[config.mk]
export PLATFORM = sky130hd
export DESIGN_NAME = rs_syndrome
export DESIGN_NICKNAME = d
export VERILOG_FILES = /design/src/rtl/rs_syndrome.sv
export SDC_FILE = /design/constraint.sdc
export NUM_CORES = 1
export LEC_CHECK = 0
export CORE_MARGIN = 3
export CORE_UTILIZATION = 30
export CTS_CLUSTER_SIZE = 25
export DETAILED_ROUTE_END_ITERATION = 6
export PLACE_DENSITY = 0.58
export REMOVE_ABC_BUFFERS = 1
export SYNTH_ARGS = -nofsm -noshare
export SYNTH_HDL_FRONTEND = slang
export SYNTH_SLANG_ARGS = --single-unit
[constraint.sdc]
create_clock -name clk -period 2.9 [get_ports clk]
set_clock_uncertainty 0.1 [all_clocks]
set_input_delay 0.725 -clock clk [delete_from_list [all_inputs] [get_ports clk]]
set_output_delay 0.725 -clock clk [all_outputs]
set_load 0.1 [all_outputs]
[src/rtl/rs_syndrome.sv]
// rs_syndrome: byte-serial Reed-Solomon front end over GF(2^8), 4 check symbols.
//   Field polynomial 0x11D, alpha = 0x02,
//   g(x) = x^4 + 0x0F x^3 + 0x36 x^2 + 0x78 x + 0x40.
//   Encode mode: LFSR parity over a data segment, then parity shifted out on dataO.
//   Decode mode: syndromes S0..S3 accumulated per segment, published with synReady.
// Ports:
//   clk, reset       - clock, synchronous active-high reset
//   running          - block enable; 0 clears all working state (s0..s3 hold)
//   encoding         - 1 = encode, 0 = decode
//   endSegment       - current valid byte is the last of the segment
//   dataI, valid     - input byte and its one-cycle strobe
//   blanking         - byte counts as 0x00 in the code computation
//   s0..s3           - syndromes r(a^0)..r(a^3)
//   synReady         - one-cycle pulse when s0..s3 update
//   dataO            - registered pass-through byte or parity byte
module rs_syndrome (
  input  logic       clk,
  input  logic       reset,
  input  logic       running,
  input  logic       encoding,
  input  logic       endSegment,
  input  logic [7:0] dataI,
  input  logic       valid,
  input  logic       blanking,
  output logic [7:0] s0,
  output logic [7:0] s1,
  output logic [7:0] s2,
  output logic [7:0] s3,
  output logic       synReady,
  output logic [7:0] dataO
);

  typedef enum logic {DATA, PARITY} state_t;

  localparam logic [3:0][7:0] ALPHA_POW = {8'h08, 8'h04, 8'h02, 8'h01};

  function automatic logic [7:0] gf_mul(input logic [7:0] a, input logic [7:0] b);
    logic [7:0] acc;
    logic [7:0] x;
    acc = '0;
    x   = a;
    for (int unsigned i = 0; i < 8; i++) begin
      if (b[i]) acc = acc ^ x;
      x = {x[6:0], 1'b0} ^ (x[7] ? 8'h1D : 8'h00);
    end
    return acc;
  endfunction

  state_t          state_q, state_d;
  logic [1:0]      cnt_q, cnt_d;
  logic [3:0][7:0] p_q, p_d;       // parity LFSR, p[3] is highest degree
  logic [3:0][7:0] acc_q, acc_d;   // syndrome accumulators
  logic [3:0][7:0] syn_q, syn_d;   // published syndromes
  logic            syn_rdy_q, syn_rdy_d;
  logic [7:0]      data_o_q, data_o_d;
  logic            enc_q, enc_d;

  logic [7:0]      b;
  logic [7:0]      fb;
  logic [3:0][7:0] acc_next;

  always_comb begin
    state_d   = state_q;
    cnt_d     = cnt_q;
    p_d       = p_q;
    acc_d     = acc_q;
    syn_d     = syn_q;
    syn_rdy_d = 1'b0;
    data_o_d  = data_o_q;
    enc_d     = encoding;
    fb        = '0;
    acc_next  = '0;
    b         = blanking ? 8'h00 : dataI;

    if (!running) begin
      state_d  = DATA;
      cnt_d    = '0;
      p_d      = '0;
      acc_d    = '0;
      data_o_d = '0;
    end else begin
      // A mode change starts from clean state; the byte on the same edge is
      // then processed in the new mode against that cleared state.
      if (encoding != enc_q) begin
        state_d = DATA;
        cnt_d   = '0;
        p_d     = '0;
        acc_d   = '0;
      end
      if (valid) begin
        if (encoding) begin
          if (state_d == DATA) begin
            fb       = b ^ p_d[3];
            p_d      = {p_d[2] ^ gf_mul(fb, 8'h0F),
                        p_d[1] ^ gf_mul(fb, 8'h36),
                        p_d[0] ^ gf_mul(fb, 8'h78),
                        gf_mul(fb, 8'h40)};
            data_o_d = dataI;
            if (endSegment) state_d = PARITY;
          end else begin
            // Shifting the LFSR out leaves it all-zero after the 4th byte.
            data_o_d = p_d[3];
            p_d      = {p_d[2:0], 8'h00};
            if (cnt_d == 2'd3) begin
              state_d = DATA;
              cnt_d   = '0;
            end else begin
              cnt_d = cnt_d + 2'd1;
            end
          end
        end else begin
          for (int unsigned i = 0; i < 4; i++) begin
            acc_next[i] = gf_mul(acc_d[i], ALPHA_POW[i]) ^ b;
          end
          data_o_d = dataI;
          if (endSegment) begin
            syn_d     = acc_next;
            syn_rdy_d = 1'b1;
            acc_d     = '0;
          end else begin
            acc_d = acc_next;
          end
        end
      end
    end
  end

  always_ff @(posedge clk) begin
    if (reset) begin
      state_q   <= DATA;
      cnt_q     <= '0;
      p_q       <= '0;
      acc_q     <= '0;
      syn_q     <= '0;
      syn_rdy_q <= 1'b0;
      data_o_q  <= '0;
      enc_q     <= 1'b0;
    end else begin
      state_q   <= state_d;
      cnt_q     <= cnt_d;
      p_q       <= p_d;
      acc_q     <= acc_d;
      syn_q     <= syn_d;
      syn_rdy_q <= syn_rdy_d;
      data_o_q  <= data_o_d;
      enc_q     <= enc_d;
    end
  end

  assign s0       = syn_q[0];
  assign s1       = syn_q[1];
  assign s2       = syn_q[2];
  assign s3       = syn_q[3];
  assign synReady = syn_rdy_q;
  assign dataO    = data_o_q;

endmodule

==> run_results.csv, run 1 <==
group,metric,value,unit
drt,drt_iter0_markers,367,
critical_path,worstPathRequired,3.05,ns
yosys,synth_compound_area_frac,0.208,
floorplan,dieArea,0.0218,mm²
cts,cts_tree,"yes",
job,cap_violations,0,
yosys,synth_top_family_by_area,"compound AO/OA/AOI/OAI gates",
yosys,synth_edf_count,0,
critical_path,cp-end-kind,"register",
finish,diodes,0,
power,powerDensity,520,mW/mm²
global_routing,grt_max_degree,55,
run_status,status,"completed",
placed_design,hpwl,12.8,mm
yosys,synth_xor_area_frac,0.187,
timing,min_period_over_period,0.977,
drt,remaining_drc_errors,0,
timing,relSlewSlack,0.607,
global_routing,grtUsageTotal,0.161,
drt,routed-via-count,5525,
drt,wl_per_cell,16.3,µm
yosys,synthMuxAreaShare,0.00874,
drt,ant_nets,0,
timing,fin_crit,2.83,ns
yosys,synth-adder-area-share,0.00208,
yosys,synthFlopType,"dfxtp_1",
floorplan,die_x,148,µm
yosys,yosysUniqueCellTypes,53,
timing,worst_slew_pin_slew,0.588,ns
global_routing,grt_pass1_wl,28.0,mm
cts,cts_root_buf,"clkbuf_16",
timing,fmax,353,MHz
drt,routed_wl,17.8,mm
yosys,syn_inst,720,
finish,area_growth,29.3,%
global_routing,grt_pass1_vias,5065,
finish,nNetsFinal,837,
floorplan,io_pins,56,
cts,numCtsBuffers,9,
critical_path,arrival,2.98,ns
power,ir_drop,0.305,mV
floorplan,initial_utilization,0.307,
yosys,synth_simple_gate_area_frac,0.185,
yosys,yosysSeqAreaShare,0.363,
timing,report.final.hold_viol_count,0,
critical_path,path_max_fanout,4,
yosys,synthesis.area,0.00601,mm²
floorplan,fp.dieH,148,µm
timing,drv_slew,0,
finish,drive_above_1_share,0.230,
finish,final_util,0.397,
critical_path,critPathKind,"in2reg",
cts,cts_hold_buf,0,
min_path,worstHoldPathType,"reg2reg",
cts,clock_latency,0.37,ns
floorplan,rows,51,
drt,drt_pass1_iterations,5,
floorplan,core,0.0196,mm²
placed_design,placed_area,0.00726,mm²
critical_path,start_kind,"primary input",
drt,via_per_inst,5.06,
cts,cts_max_level,3,
placed_design,io_buffers,55,
yosys,syn_area_per_cell,8.35,µm²
cts,cts.path.max_buffers,2,
power,p_leak,0.00295,µW
yosys,async_flop_share,0,
global_routing,overflow,0,
global_routing,antenna_found_initial,0,
cts,clock-sinks,109,
timing,setup_viol,0,
yosys,synth-seq-cells,109,
yosys,synth_warnings,0,
cts,path_clk_slew,0.08,ns
finish,post-route-cell-area,0.00777,mm²
placed_design,place.gp.congestion,0.876,
synthesized netlist by cell type, drive strengths merged, types with 8 or more instances:
cell,instances,area share
nor2b,13,0.014
buf,13,0.012
nor2,110,0.069
dfxtp,109,0.36
a22o,9,0.013
xnor2,72,0.11
nor3,16,0.013
a211oi,39,0.049
nand2,75,0.048
a32oi,16,0.023
xor2,23,0.045
clkbuf,54,0.034
a311oi,10,0.015
a21oi,35,0.029
o21ai,15,0.012
a31oi,14,0.015
nand3,21,0.017
a22oi,8,0.010
worst max-delay path, stage by stage:
cell             delay (ns)
clkdlybuf4s50_1        0.56
nor2b_4                0.26
xor2_4                 0.21
xnor3_2                0.52
xnor2_2                0.17
nor2_1                 0.11
nor3_1                 0.07
a221o_1                0.35
stage by stage:
stage | std cells | worst slack, ns | power, µW | TNS, ns | hold WS, ns
global placement | 1067 | -0.513 | 2620 | -12.24 | 0.350
floorplan | 653 | -1.18 | 2220 | -27.99 | 0.339
CTS | 1083 | 0.0108 | 4040 | 0 | 0.371
detailed placement | 1067 | -0.562 | 2620 | -12.87 | 0.360
global route | 1091 | -0.00686 | 4210 | -0.00686 | 0.390
finish | 1091 | 0.0680 | 4040 | 0 | 0.370
area by class of cell:
| class | count | area, µm² |
|---|---|---|
| fill | 1991 | 11800 |
| multi-input combinational | 542 | 3660 |
| sequential | 109 | 2180 |
| clock buffer | 9 | 225 |
| inverter | 2 | 7.51 |
| tap | 265 | 332 |
| clock inverter | 7 | 104 |
| timing repair buffer | 157 | 1260 |
kinds of logic after synthesis:
logic type	Yosys count
compound gates	177
xor+xnor	102
fa+ha+maj	1
buf+inv	69
flops	109
mux	5
simple gates	257
power by group:
group / internal (µW) / total [µW] / switching (µW) / leakage, µW
clock: 772 / 1400 / 624 / 0.000160
combinational: 452 / 1080 / 623 / 0.00191
sequential: 1540 / 1570 / 33.0 / 0.000883
worst paths after layout:
path | start | endpoint | slack [ns] | cells after the start
max | dataI[4] | p_q[30] | 0.07 | 8
min | acc_q[3] | acc_q[3] | 0.37 | 2
max reg2reg | enc_q | p_q[30] | 0.18 | 9
min reg2reg | acc_q[3] | acc_q[3] | 0.37 | 2
per-layer routing:
layer	vias to the layer above	part of all wire	track usage	routed length, µm
met5	-	0	0	0
met4	0	0.020	0.0466	360
met3	24	0.060	0.0291	1060
met2	161	0.47	0.259	8370
met1	2624	0.45	0.221	8000
li1	2716	-	-	-
what timing repair did:
item	in CTS	in global routing
endpoints found under the setup margin	21	12
cloned	0	1
gates resized for setup	5	20
pin swaps	0	10
buffers inserted	0	8
registers in the layout, indices dropped and copies added, names as in the netlist:
| signal | flops |
|---|---|
| cnt_q | 2 |
| s0 | 8 |
| acc_q | 32 |
| s3 | 8 |
| dataO | 8 |
| synReady | 1 |
| enc_q | 1 |
| s2 | 8 |
| s1 | 8 |
| p_q | 32 |
| state_q | 1 |
cell usage in the layout, fill, tap and decap left out, types with 5 or more instances in the layout:
cell / n
and2_1: 7
o21ai_0: 13
nor3_1: 16
a22oi_1: 8
buf_4: 136
a31oi_1: 14
nor2_1: 110
a21oi_1: 35
dfxtp_1: 109
nand2_1: 72
xnor2_1: 60
xor2_1: 18
o21a_1: 7
a311oi_1: 10
a22o_1: 9
a32oi_1: 16
a211oi_1: 39
xnor2_2: 10
xor2_4: 5
nand3_1: 21
clkdlybuf4s50_1: 11
nor2b_1: 10
clkbuf_16: 9
Note: power is estimated with default switching activity, not from simulation.
==> inputs of run 2 (changes only) <==
--- a/config.mk
+++ b/config.mk
@@ -9,7 +9,8 @@
 export CORE_UTILIZATION = 30
 export CTS_CLUSTER_SIZE = 25
 export DETAILED_ROUTE_END_ITERATION = 6
-export PLACE_DENSITY = 0.58
+export GPL_ROUTABILITY_DRIVEN = 0
+export PLACE_DENSITY = 0.56
 export REMOVE_ABC_BUFFERS = 1
 export SYNTH_ARGS = -nofsm -noshare
 export SYNTH_HDL_FRONTEND = slang
==> constraint.sdc (replaced) <==
create_clock -name clk -period 3.44 [get_ports clk]
set_clock_uncertainty 0.1 [all_clocks]
set_input_delay 0.86 -clock clk [delete_from_list [all_inputs] [get_ports clk]]
set_output_delay 0.86 -clock clk [all_outputs]
set_load 0.1 [all_outputs]
==> run 2 against run 1 <==
- register-to-register slack better by 0.60 ns
- core utilization is 2.0 points lower
- die area stayed put
- critical endpoint is now p_q[12]
- largest power group unchanged
- largest cell class unchanged
- cell area is 5.0% lower
- cell count is 2.7% lower
- via count is 4.7% lower
- sequential share of layout area is 1.5 points higher
- clock-buffer cell count is 2 higher
- combinational power is 24% lower
==> run_results.csv, run 2 (synthesis gave the netlist of run 1 again) <==
group,metric,value,unit
power,power.total,3190,µW
job,cap_violations,0,
power,sw_frac_of_total,0.321,
cts,cts_max_level,3,
floorplan,dieArea,0.0218,mm²
drt,drt_pass1_iterations,5,
timing,relSlewSlack,0.314,
critical_path,cp-end-kind,"register",
global_routing,antenna_found_initial,0,
cts,clock_latency,0.36,ns
timing,fin_crit,3.25,ns
finish,top_regs,"acc_q (32), p_q (32)",
timing,fmax,308,MHz
cts,post-cts-setup-buffers,0,
critical_path,start_kind,"primary input",
finish,final_util,0.377,
power,p_clk_frac,0.328,
drt,remaining_drc_errors,0,
floorplan,io_pins,56,
timing,report.final.hold_viol_count,0,
floorplan,rows,51,
power,seqPwrFrac,0.415,
cts,path_clk_slew,0.07,ns
critical_path,worstPathRequired,3.65,ns
drt,routed-via-count,5266,
timing,setup_tns,0,ns
global_routing,grt_pass1_wl,27.1,mm
timing,grt_setup_unrepaired,"no",
global_routing,overflow,0,
cts,cts_resized,0,
finish,final_common_cell,"buf_4",
drt,ant_nets,0,
power,comb_power_share,0.258,
drt,routed_wl,16.6,mm
cts,cts.path.max_buffers,2,
power,p_leak,0.00271,µW
timing,min_period_over_period,0.945,
finish,drive_above_1_share,0.184,
power,power.net_switching,1030,µW
finish,area_growth,22.8,%
finish,diodes,0,
floorplan,die_x,148,µm
critical_path,path_max_fanout,7,
placed_design,hpwl,12.0,mm
run_status,status,"completed",
power,ir_drop,0.254,mV
global_routing,grt_max_degree,55,
drt,via_per_inst,4.96,
drt,drt_iter0_markers,322,
min_path,worstHoldPathType,"reg2reg",
timing,setup_viol,0,
placed_design,dp_slack,-0.173,ns
timing,drv_slew,0,
placed_design,placed_area,0.00709,mm²
floorplan,core,0.0196,mm²
cts,cts_root_buf,"clkbuf_16",
cts,cts_tree,"yes",
critical_path,critPathKind,"in2reg",
drt,wl_per_cell,15.6,µm
power,p_int,2160,µW
finish,nNetsFinal,808,
finish,n_fill_cell,2004,
cts,numCtsBuffers,9,
floorplan,fp.dieH,148,µm
global_routing,grtUsageTotal,0.155,
critical_path,arrival,3.46,ns
cts,clock-sinks,109,
global_routing,grt_pass1_vias,4929,
power,powerDensity,432,mW/mm²
timing,worst_slew_pin_slew,1.02,ns
cts,cts_hold_buf,0,
floorplan,initial_utilization,0.307,
timing,finalWorstSetupSlack,0.190,ns
placed_design,io_buffers,55,
finish,mostFrequentLayoutCells,"112 x buf_4, 110 x nor2_1, 109 x dfxtp_1",
finish,post-route-cell-area,0.00739,mm²
[run 2: cell types whose count changed in the layout (fill, tap and decap cells not counted), moves of 3 or more]
cell	before	now
buf_6	3	0
xnor2_1	60	67
xnor2_2	10	3
buf_4	136	112
nor2b_1	10	13
clkdlybuf4s50_1	11	14
[run 2: path summary, 6_finish.rpt]
kind         startpoint  endpoint  slack (ns)  depth (start not counted)
max            encoding   p_q[12]        0.19                         10
min            acc_q[3]  acc_q[3]        0.37                          2
max reg2reg       enc_q   p_q[12]        0.78                          9
min reg2reg    acc_q[3]  acc_q[3]        0.37                          2
[run 2: critical path, stage by stage]
cell,delay (ns)
clkdlybuf4s50_1,0.51
xnor2_4,0.33
buf_4,0.20
nand2_2,0.08
xnor2_4,0.25
xnor3_2,0.47
xnor2_2,0.25
xnor2_1,0.12
a211o_1,0.30
nand3_1,0.07
[run 2: per-layer routing]
metal	up-vias	global-route usage	routed length, µm
li1	2660	-	-
met1	2470	0.215	7910
met2	120	0.253	7820
met3	16	0.0264	700
met4	0	0.0363	186
met5	-	0	0
[run 2: area by class of cell]
class	count	area, µm²	share of cell area
multi-input combinational	542	3550	0.481
inverter	2	7.51	0.00102
clock inverter	5	40.0	0.00542
sequential	109	2180	0.295
clock buffer	11	253	0.0342
tap	265	332	0.0449
timing repair buffer	128	1020	0.138
[run 2: power by group through the flow]
stage                     combinational (µW)  clock [µW]  sequential, µW
after detailed placement                 820           0            1350
after floorplan                          407           0            1470
after global routing                     884        1120            1330
after CTS                                825        1080            1320
final                                    823        1040            1320
after global placement                   825           0            1350
[run 2: per-stage QoR]
step / cells / hold slack, ns
4_1_cts: 1062 / 0.373
2_1_floorplan: 653 / 0.339
3_3_place_gp: 1046 / 0.350
3_5_place_dp: 1046 / 0.361
5_1_grt: 1062 / 0.389
6_report: 1062 / 0.369
==> inputs of run 3 (changes only) <==
--- a/config.mk
+++ b/config.mk
@@ -5,6 +5,7 @@
 export SDC_FILE = /design/constraint.sdc
 export NUM_CORES = 1
 export LEC_CHECK = 0
+export CAP_MARGIN = 20
 export CORE_MARGIN = 3
 export CORE_UTILIZATION = 30
 export CTS_CLUSTER_SIZE = 25
==> results of run 3 <==
Final layout, timing and power as in run 2 (identical DEF).
